<file path="src/rtl/ram_arbiter_2p.sv">
// ---------------------------------------------------------------------------
// ram_arbiter_2p
// Purpose : shares one single-port RAM between two requesters (A and B) on a
//           single clock. It gives round-robin fairness on ties and lets a
//           requester hold a locked burst of at most MAX_BURST grants. Read
//           data is returned only to the port that issued the read.
//
// Parameters
//   DWIDTH    : data width (must match the RAM data width)
//   AWIDTH    : address width
//   MAX_BURST : maximum consecutive grants to one locked requester (>= 1)
//
// Ports
//   clk, rst          : clock (rising edge), asynchronous active-high reset
//   req_x             : port x requests an access; held until gnt_x
//   lock_x            : port x asks to keep ownership for following accesses
//   we_x              : 1 = write, 0 = read
//   adr_x, din_x      : port x address / write data
//   gnt_x             : port x access is driven onto the RAM this cycle
//   rvalid_x, rdata_x : port x read data, one cycle after a read grant
//   ram_ce/we/adr/din : RAM control, address and write data
//   ram_dout          : RAM read data (registered in the RAM)
//
// Optional build macro RAM_ARB_STATS_EN adds the saturating counters
//   gcnt_a, gcnt_b (grants per port) and conf_cnt (cycles with both requests).
// ---------------------------------------------------------------------------
module ram_arbiter_2p #(
   parameter int DWIDTH    = 8,
   parameter int AWIDTH    = 8,
   parameter int MAX_BURST = 4
) (
   input  logic              clk,
   input  logic              rst,
   input  logic              req_a,
   input  logic              lock_a,
   input  logic              we_a,
   input  logic [AWIDTH-1:0] adr_a,
   input  logic [DWIDTH-1:0] din_a,
   output logic              gnt_a,
   output logic              rvalid_a,
   output logic [DWIDTH-1:0] rdata_a,
   input  logic              req_b,
   input  logic              lock_b,
   input  logic              we_b,
   input  logic [AWIDTH-1:0] adr_b,
   input  logic [DWIDTH-1:0] din_b,
   output logic              gnt_b,
   output logic              rvalid_b,
   output logic [DWIDTH-1:0] rdata_b,
   output logic              ram_ce,
   output logic              ram_we,
   output logic [AWIDTH-1:0] ram_adr,
   output logic [DWIDTH-1:0] ram_din,
   input  logic [DWIDTH-1:0] ram_dout
`ifdef RAM_ARB_STATS_EN
   ,
   output logic [15:0]       gcnt_a,
   output logic [15:0]       gcnt_b,
   output logic [15:0]       conf_cnt
`endif
);

   // Counter wide enough to hold MAX_BURST itself, so cnt+1 never wraps.
   localparam int              CW      = $clog2(MAX_BURST) + 1;
   localparam logic [CW-1:0]   MAX_B   = CW'(MAX_BURST);
   localparam logic [CW-1:0]   CNT_ONE = CW'(1);
   localparam logic            PORT_A  = 1'b0;
   localparam logic            PORT_B  = 1'b1;

   typedef enum logic [1:0] {
      ST_IDLE    = 2'd0,
      ST_BURST_A = 2'd1,
      ST_BURST_B = 2'd2
   } state_t;

   state_t            r_state;
   state_t            w_state_nxt;
   logic [CW-1:0]     r_burst_cnt;
   logic [CW-1:0]     w_burst_cnt_nxt;
   logic [CW-1:0]     w_cnt_inc;
   logic              r_last;
   logic              w_last_nxt;
   logic              r_rd_pend_a;
   logic              r_rd_pend_b;
   logic              w_gnt_a;
   logic              w_gnt_b;

   assign w_cnt_inc = r_burst_cnt + CNT_ONE;

   // Grant decision and next-state logic; no grant is ever issued during reset.
   always_comb begin
      w_gnt_a         = 1'b0;
      w_gnt_b         = 1'b0;
      w_state_nxt     = r_state;
      w_burst_cnt_nxt = r_burst_cnt;
      w_last_nxt      = r_last;

      if (rst) begin
         w_gnt_a = 1'b0;
         w_gnt_b = 1'b0;
      end else begin
         case (r_state)
            ST_IDLE: begin
               if (req_a && req_b) begin
                  // Tie goes to the port that was not granted last.
                  if (r_last == PORT_B) begin
                     w_gnt_a = 1'b1;
                  end else begin
                     w_gnt_b = 1'b1;
                  end
               end else if (req_a) begin
                  w_gnt_a = 1'b1;
               end else if (req_b) begin
                  w_gnt_b = 1'b1;
               end else begin
                  w_gnt_a = 1'b0;
               end
            end
            ST_BURST_A: begin
               if (req_a) begin
                  w_gnt_a = 1'b1;
               end else begin
                  w_gnt_a = 1'b0;
               end
            end
            ST_BURST_B: begin
               if (req_b) begin
                  w_gnt_b = 1'b1;
               end else begin
                  w_gnt_b = 1'b0;
               end
            end
            default: begin
               w_gnt_a = 1'b0;
               w_gnt_b = 1'b0;
            end
         endcase
      end

      if (w_gnt_a) begin
         w_last_nxt = PORT_A;
         if (lock_a && (w_cnt_inc < MAX_B)) begin
            w_state_nxt     = ST_BURST_A;
            w_burst_cnt_nxt = w_cnt_inc;
         end else begin
            w_state_nxt     = ST_IDLE;
            w_burst_cnt_nxt = {CW{1'b0}};
         end
      end else if (w_gnt_b) begin
         w_last_nxt = PORT_B;
         if (lock_b && (w_cnt_inc < MAX_B)) begin
            w_state_nxt     = ST_BURST_B;
            w_burst_cnt_nxt = w_cnt_inc;
         end else begin
            w_state_nxt     = ST_IDLE;
            w_burst_cnt_nxt = {CW{1'b0}};
         end
      end else begin
         // No grant: an owner that dropped its request loses the burst, and
         // this cycle is the single bubble before the other port can win.
         w_state_nxt     = ST_IDLE;
         w_burst_cnt_nxt = {CW{1'b0}};
      end
   end

   // RAM pin drive: the granted port's access, all zeros when idle.
   always_comb begin
      ram_ce  = 1'b0;
      ram_we  = 1'b0;
      ram_adr = {AWIDTH{1'b0}};
      ram_din = {DWIDTH{1'b0}};
      if (w_gnt_a) begin
         ram_ce  = 1'b1;
         ram_we  = we_a;
         ram_adr = adr_a;
         ram_din = din_a;
      end else if (w_gnt_b) begin
         ram_ce  = 1'b1;
         ram_we  = we_b;
         ram_adr = adr_b;
         ram_din = din_b;
      end else begin
         ram_ce  = 1'b0;
      end
   end

   // Arbiter state, burst counter, round-robin pointer and read tracking.
   always_ff @(posedge clk or posedge rst) begin
      if (rst) begin
         r_state     <= ST_IDLE;
         r_burst_cnt <= {CW{1'b0}};
         r_last      <= PORT_B;
         r_rd_pend_a <= 1'b0;
         r_rd_pend_b <= 1'b0;
      end else begin
         r_state     <= w_state_nxt;
         r_burst_cnt <= w_burst_cnt_nxt;
         r_last      <= w_last_nxt;
         // The RAM registers its output, so read data arrives one cycle later.
         r_rd_pend_a <= w_gnt_a & ~we_a;
         r_rd_pend_b <= w_gnt_b & ~we_b;
      end
   end

   assign gnt_a    = w_gnt_a;
   assign gnt_b    = w_gnt_b;
   assign rvalid_a = r_rd_pend_a;
   assign rvalid_b = r_rd_pend_b;
   assign rdata_a  = r_rd_pend_a ? ram_dout : {DWIDTH{1'b0}};
   assign rdata_b  = r_rd_pend_b ? ram_dout : {DWIDTH{1'b0}};

`ifdef RAM_ARB_STATS_EN
   function automatic logic [15:0] sat_inc16(input logic [15:0] v);
      if (v == 16'hFFFF) begin
         return v;
      end else begin
         return v + 16'd1;
      end
   endfunction

   logic [15:0] r_gcnt_a;
   logic [15:0] r_gcnt_b;
   logic [15:0] r_conf_cnt;

   // Saturating grant and simultaneous-request statistics.
   always_ff @(posedge clk or posedge rst) begin
      if (rst) begin
         r_gcnt_a   <= 16'd0;
         r_gcnt_b   <= 16'd0;
         r_conf_cnt <= 16'd0;
      end else begin
         r_gcnt_a   <= w_gnt_a ? sat_inc16(r_gcnt_a) : r_gcnt_a;
         r_gcnt_b   <= w_gnt_b ? sat_inc16(r_gcnt_b) : r_gcnt_b;
         r_conf_cnt <= (req_a && req_b) ? sat_inc16(r_conf_cnt) : r_conf_cnt;
      end
   end

   assign gcnt_a   = r_gcnt_a;
   assign gcnt_b   = r_gcnt_b;
   assign conf_cnt = r_conf_cnt;
`endif

endmodule

</file>
<file path="config.mk">
export PLATFORM = sky130hd
export DESIGN_NAME = ram_arbiter_2p
export DESIGN_NICKNAME = d
export VERILOG_FILES = /design/src/rtl/ram_arbiter_2p.sv
export SDC_FILE = /design/constraint.sdc
export NUM_CORES = 1
export LEC_CHECK = 0
export BUFFER_PORTS_ARGS = -buffer_cell sky130_fd_sc_hd__buf_2
export CELL_PAD_IN_SITES_DETAIL_PLACEMENT = 0
export CELL_PAD_IN_SITES_GLOBAL_PLACEMENT = 1
export CORE_MARGIN = 2
export CORE_UTILIZATION = 20
export DETAILED_ROUTE_END_ITERATION = 7
export GPL_ROUTABILITY_DRIVEN = 0
export GPL_TIMING_DRIVEN = 0
export HOLD_SLACK_MARGIN = 0.08
export PLACE_DENSITY = 0.9
export SLEW_MARGIN = 10
export SYNTH_ARGS = -nofsm -noshare
export SYNTH_HDL_FRONTEND = slang
export SYNTH_SLANG_ARGS = --single-unit
</file>
<file path="constraint.sdc">
create_clock -name clk -period 4.3 [get_ports clk]
set_input_delay 0.43 -clock clk [delete_from_list [all_inputs] [get_ports clk]]
set_output_delay 0.43 -clock clk [all_outputs]
set_load 0.01 [all_outputs]
</file>
==> flow_metrics.env, run 1 <==
export IMPL_clkPwrFrac=0.257
export IMPL_cts_buffer_depth=2
export IMPL_synth_edf_count=0
export IMPL_antenna_found_initial=0
export IMPL_row_count=20
export IMPL_wl_mm=2.23
export IMPL_timing_final_crit_share=0.505
export IMPL_die_h_um=61.0
export IMPL_clk_latency_ns=0.25
export IMPL_port_buffers=85
export IMPL_grt_pass1_vias=736
export IMPL_p_seq_frac=0.364
export IMPL_ant_nets=0
export IMPL_grtUsageTotal=0.109
export IMPL_syn_mean_instance_area_um2=9.15
export IMPL_final_cell_mix="buf_2, and2_1, a22o_1"
export IMPL_ys_ff_latch=8
export IMPL_path_buf_inv=2
export IMPL_timing_rr_start="r_state[0]"
export IMPL_peakVddDrop_v=0.0000528
export IMPL_core_mm2=0.00308
export IMPL_clkSinkCount=8
export IMPL_drc=0
export IMPL_drive_above_1_share=0.588
export IMPL_p_sw_mw=0.0727
export IMPL_crit_path_cell_trace="or3b_4 -> a21oi_4 -> buf_6 -> a22o_1 -> buf_2"
export IMPL_dp_hpwl_mm=1.91
export IMPL_fillers=344
export IMPL_holdBufCountCts=0
export IMPL_grt_pass1_wl_mm=2.99
export IMPL_ys_warn_count=0
export IMPL_status="completed"
export IMPL_critical_path_startpoint="r_state[0]"
export IMPL_dieArea_mm2=0.00372
export IMPL_synthArstFlopShare=1.00
export IMPL_n_antenna_cell=0
export IMPL_utilization=0.376
export IMPL_clkTransAtPathRegs_ns=0.06
export IMPL_crit_family="simple AND/OR/NAND/NOR gates"
export IMPL_max_freq_mhz=461
export IMPL_final_common_cell="buf_2"
export IMPL_cellPowerDensity_mw_per_mm2=203
export IMPL_crit_end="ram_adr[1]"
export IMPL_final_setup_viol_count=0
export IMPL_finClkSkew_ns=0.00889
export IMPL_cts_buffers=3
export IMPL_p_comb_frac=0.379
export IMPL_hp_class="in2async"
export IMPL_grt_max_degree=11
export IMPL_drtPass1Iterations=3
export IMPL_fin_setup_tns_ns=0
export IMPL_cts_tree="yes"
export IMPL_initial_core_util=0.211
export IMPL_path_depth=5
export IMPL_post_cts_buffers=0
export IMPL_switching_share=0.309
export IMPL_h_tree_depth=1
export IMPL_nets=210
export IMPL_die_w_um=61.0
export IMPL_p_leak_nw=0.721
export IMPL_syn_to_final_growth_pct=78.0
export IMPL_syn_area_um2=649
export IMPL_vias_per_cell=4.25
export IMPL_worst_r2r_setup_slack_ns=2.86
export IMPL_final_hold_violation_count=0
export IMPL_grt_overflow=0
export IMPL_critical_path_max_fanout=10
export IMPL_crit_path_max_incr_delay_ns=0.42
export IMPL_critical_path_class="reg2out"
export IMPL_cts_resized=0
export IMPL_startpoint_type="flip-flop"
export IMPL_routed_via_count=866
export IMPL_seq_area_frac_synth=0.310
export IMPL_end_kind="output pin"
export IMPL_crit_slowest_cell="or3b_4"
export IMPL_cap_violations=0
export IMPL_reg2reg_to="rvalid_b"
export IMPL_rsz0062_at_grt="no"
export IMPL_maxSlewViolCount=0
export IMPL_clockRootBuffer="clkbuf_4"
export IMPL_hold_ws_ns=0.151
export IMPL_crit_required_ns=3.87
export IMPL_synth_nets=120
export IMPL_drt_iter0_markers=7
export IMPL_worstRegToRegCells=4
export IMPL_wire_per_inst_um=10.9
export IMPL_power_internal_mw=0.162
export IMPL_layout_min_cycle_time_ns=2.17
export IMPL_yosysUniqueCellTypes=23
export IMPL_syn_inst=71
export IMPL_io_pins=86
export IMPL_ys_flop_type="dfrtp_1"
export IMPL_arrival_ns=1.74
## synth_stat cells (2+ instances only)
cell type,count,area [µm²]
nand2b_1,2,12.5
nor2b_1,2,12.5
a21oi_1,4,20.0
and2_1,17,106
dfrtp_1,7,175
a22o_1,16,140
inv_1,5,18.8
and3_1,2,12.5
buf_2,2,10.0
## final cells by class
| class | instances | area [µm²] | share of cell area |
|---|---|---|---|
| timing repair buffer | 85 | 425 | 0.368 |
| multi-input combinational | 55 | 408 | 0.353 |
| sequential | 8 | 201 | 0.174 |
| tap | 44 | 55.1 | 0.0476 |
| clock buffer | 4 | 26.3 | 0.0227 |
| buffer | 3 | 21.3 | 0.0184 |
| inverter | 5 | 18.8 | 0.0162 |
## stage by stage
step / power (mW) / cells / worst slack (ns) / cell area [µm²]
global route: 0.253 / 204 / 2.03 / 1160
floorplan: 0.130 / 71 / 2.50 / 649
CTS: 0.239 / 204 / 2.11 / 1160
global placement: 0.177 / 200 / 2.18 / 1130
detailed placement: 0.177 / 200 / 2.19 / 1130
finish: 0.235 / 204 / 2.13 / 1160
## worst min-delay path by stage
stage / from / to / depth (start not counted)
after detailed placement: rst / r_state[0] / 2
final: rst / r_burst_cnt[0] / 2
after CTS: rst / r_state[1] / 2
after global routing: rst / r_state[1] / 2
after floorplan: rst / r_burst_cnt[0] / 1
after global placement: rst / r_state[0] / 2
## sequential cells by signal, indices dropped and copies added, names as in the netlist
| signal | flops |
|---|---|
| rvalid_a | 1 |
| r_burst_cnt | 3 |
| r_state | 2 |
| r_last | 1 |
| rvalid_b | 1 |
## cell families (layout without fill, tap and decap cells)
logic type	count (synthesis)	count (layout)	share of synthesized area
AOI/OAI and AO/OA	26	26	0.333
buffers and inverters	8	97	0.0617
adders and majority gates	1	1	0.0193
other	1	1	0.00577
xor gates and xnor gates	1	1	0.0135
DFF	8	8	0.310
and+or+nand+nor	26	26	0.256
## power groups by stage
stage          clock network (mW)  registers (mW)  logic, mW
6_report                   0.0604          0.0855     0.0891
3_5_place_dp                    0          0.0869     0.0902
2_1_floorplan                   0          0.0862     0.0443
3_3_place_gp                    0          0.0867     0.0899
4_1_cts                    0.0632          0.0856     0.0907
5_1_grt                    0.0680          0.0862     0.0989
## per-layer routing
metal | vias to the layer above | share of wire | GRT usage
met5 | - | 0 | 0
met4 | 0 | 0.011 | 0.0466
met3 | 2 | 0.11 | 0.0171
met2 | 63 | 0.50 | 0.217
met1 | 369 | 0.38 | 0.111
li1 | 432 | - | -
(Power assumes the default switching activity.)
==> run 2: changes to the inputs <==
--- a/config.mk
+++ b/config.mk
@@ -9,12 +9,12 @@
 export CELL_PAD_IN_SITES_DETAIL_PLACEMENT = 0
 export CELL_PAD_IN_SITES_GLOBAL_PLACEMENT = 1
 export CORE_MARGIN = 2
-export CORE_UTILIZATION = 20
+export CORE_UTILIZATION = 19
 export DETAILED_ROUTE_END_ITERATION = 7
 export GPL_ROUTABILITY_DRIVEN = 0
 export GPL_TIMING_DRIVEN = 0
 export HOLD_SLACK_MARGIN = 0.08
-export PLACE_DENSITY = 0.9
+export PLACE_DENSITY = 0.87
 export SLEW_MARGIN = 10
 export SYNTH_ARGS = -nofsm -noshare
 export SYNTH_HDL_FRONTEND = slang
==> constraint.sdc (replaced) <==
create_clock -name clk -period 2.1 [get_ports clk]
set_input_delay 0.21 -clock clk [delete_from_list [all_inputs] [get_ports clk]]
set_output_delay 0.21 -clock clk [all_outputs]
set_load 0.01 [all_outputs]
==> run 2 against run 1 <==
  * Sequential share of layout area shrank 0.19 points
  * Utilization shrank 2.3 points
  * Sequential cell count is the same
  * Die area grew 4.9%
  * Sequential power grew 110%
  * Wire length shrank 3.4%
  * Total power grew 110%
  * Hold slack lost 0.031 ns
  * Worst setup slack lost 2.0 ns
  * Clock skew shrank 0.0015 ns
==> flow_metrics.env, run 2 (synthesis gave the netlist of run 1 again) <==
export IMPL_hp_class="in2reg"
export IMPL_port_buffers=85
export IMPL_top_register="r_burst_cnt"
export IMPL_timing_final_crit_share=0.944
export IMPL_critical_path_max_fanout=10
export IMPL_finalPower_mw=0.488
export IMPL_grt_overflow=0
export IMPL_cts_resized=0
export IMPL_setup_ws_ns=0.118
export IMPL_initial_core_util=0.196
export IMPL_grt_pass1_wl_mm=3.37
export IMPL_drive_above_1_share=0.584
export IMPL_final_cell_mix="buf_2, and2_1, a22o_1"
export IMPL_finClkSkew_ns=0.00736
export IMPL_syn_to_final_growth_pct=80.0
export IMPL_rsz0062_at_grt="no"
export IMPL_clkSinkCount=8
export IMPL_vias_per_cell=4.22
export IMPL_clockRootBuffer="clkbuf_4"
export IMPL_final_hold_violation_count=0
export IMPL_clkTransAtPathRegs_ns=0.06
export IMPL_fin_setup_tns_ns=0
export IMPL_cellPowerDensity_mw_per_mm2=417
export IMPL_grt_pass1_vias=816
export IMPL_h_tree_depth=1
export IMPL_multi_input_area_um2=408
export IMPL_dpl_worst_slack_ns=0.387
export IMPL_wl_mm=2.15
export IMPL_n_antenna_cell=0
export IMPL_wire_per_inst_um=10.4
export IMPL_fillers=359
export IMPL_cts_buffer_depth=2
export IMPL_die_h_um=62.5
export IMPL_dp_cells=202
export IMPL_hold_ws_ns=0.120
export IMPL_status="completed"
export IMPL_cts_tree="yes"
export IMPL_largest_reg_flops=3
export IMPL_routed_via_count=873
export IMPL_p_leak_nw=0.725
export IMPL_dp_hpwl_mm=1.82
export IMPL_critical_path_class="reg2out"
export IMPL_ant_nets=0
export IMPL_drt_iter0_markers=13
export IMPL_core_mm2=0.00331
export IMPL_final_common_cell="buf_2"
export IMPL_seqCellArea_um2=201
export IMPL_startpoint_type="flip-flop"
export IMPL_dieArea_mm2=0.00390
export IMPL_clk_latency_ns=0.26
export IMPL_io_pins=86
export IMPL_peakVddDrop_v=0.000130
export IMPL_layout_cells_non_filler=207
export IMPL_cap_violations=0
export IMPL_final_setup_viol_count=0
export IMPL_grt_max_degree=11
export IMPL_max_freq_mhz=505
export IMPL_end_kind="output pin"
export IMPL_nets=211
export IMPL_row_count=21
export IMPL_arrival_ns=1.77
export IMPL_antenna_found_initial=0
export IMPL_layout_min_cycle_time_ns=1.98
export IMPL_cts_buffers=3
export IMPL_reg_top3="r_burst_cnt (3), r_state (2)"
export IMPL_crit_required_ns=1.89
export IMPL_drc=0
export IMPL_grtUsageTotal=0.108
export IMPL_maxSlewViolCount=0
export IMPL_die_w_um=62.5
export IMPL_drtPass1Iterations=3
run 2: stage by stage:
step / util / area [µm²]
3_5_place_dp: 0.342 / 1130
4_1_cts: 0.353 / 1170
3_3_place_gp: 0.342 / 1130
5_1_grt: 0.353 / 1170
6_report: 0.353 / 1170
2_1_floorplan: - / 649
run 2: timing repair:
item,in CTS,in global routing
buffers inserted,0,0
hold endpoints to repair,7,0
hold buffers,1,0
run 2: critical path, stage by stage (launching register included):
cell	delay, ns
dfrtp_1	0.37
or3b_4	0.43
a21oi_4	0.28
buf_6	0.19
a22o_1	0.12
buf_2	0.12
run 2: final timing paths:
| check | cells after the start | start | to | slack [ns] |
|---|---|---|---|---|
| max | 5 | r_state[0] | ram_adr[2] | 0.12 |
| max in group asynchronous | 3 | rst | r_last | 1.34 |
| min | 2 | we_a | rvalid_a | 0.12 |
| min in group asynchronous | 3 | rst | r_state[0] | 0.48 |
| min reg2reg | 2 | r_burst_cnt[0] | r_burst_cnt[0] | 0.52 |
| max reg2reg | 4 | r_state[0] | rvalid_b | 0.64 |
run 2: routing by layer:
metal / track usage / vias to the layer above / wire length [µm]
met5: 0 / - / 0
met4: 0.0583 / 0 / 52
met3: 0.0270 / 5 / 236
met2: 0.204 / 62 / 1050
met1: 0.106 / 371 / 810
li1: - / 435 / -
run 2: final cells by class:
| type | instances | share of cell area |
|---|---|---|
| well taps | 46 | 0.0493 |
| clock buffers | 4 | 0.0225 |
| inverters | 5 | 0.0161 |
| plain buffers | 3 | 0.0182 |
| repair buffers | 86 | 0.373 |
| multi-input cells | 55 | 0.349 |
| flip-flops and latches | 8 | 0.172 |
run 2: where the power goes:
| group | total, mW | switching [mW] | internal, mW |
|---|---|---|---|
| Clock | 0.129 | 0.0560 | 0.0729 |
| Sequential | 0.176 | 0.0108 | 0.165 |
| Combinational | 0.183 | 0.0868 | 0.0962 |
| Total | 0.488 | 0.154 | 0.334 |
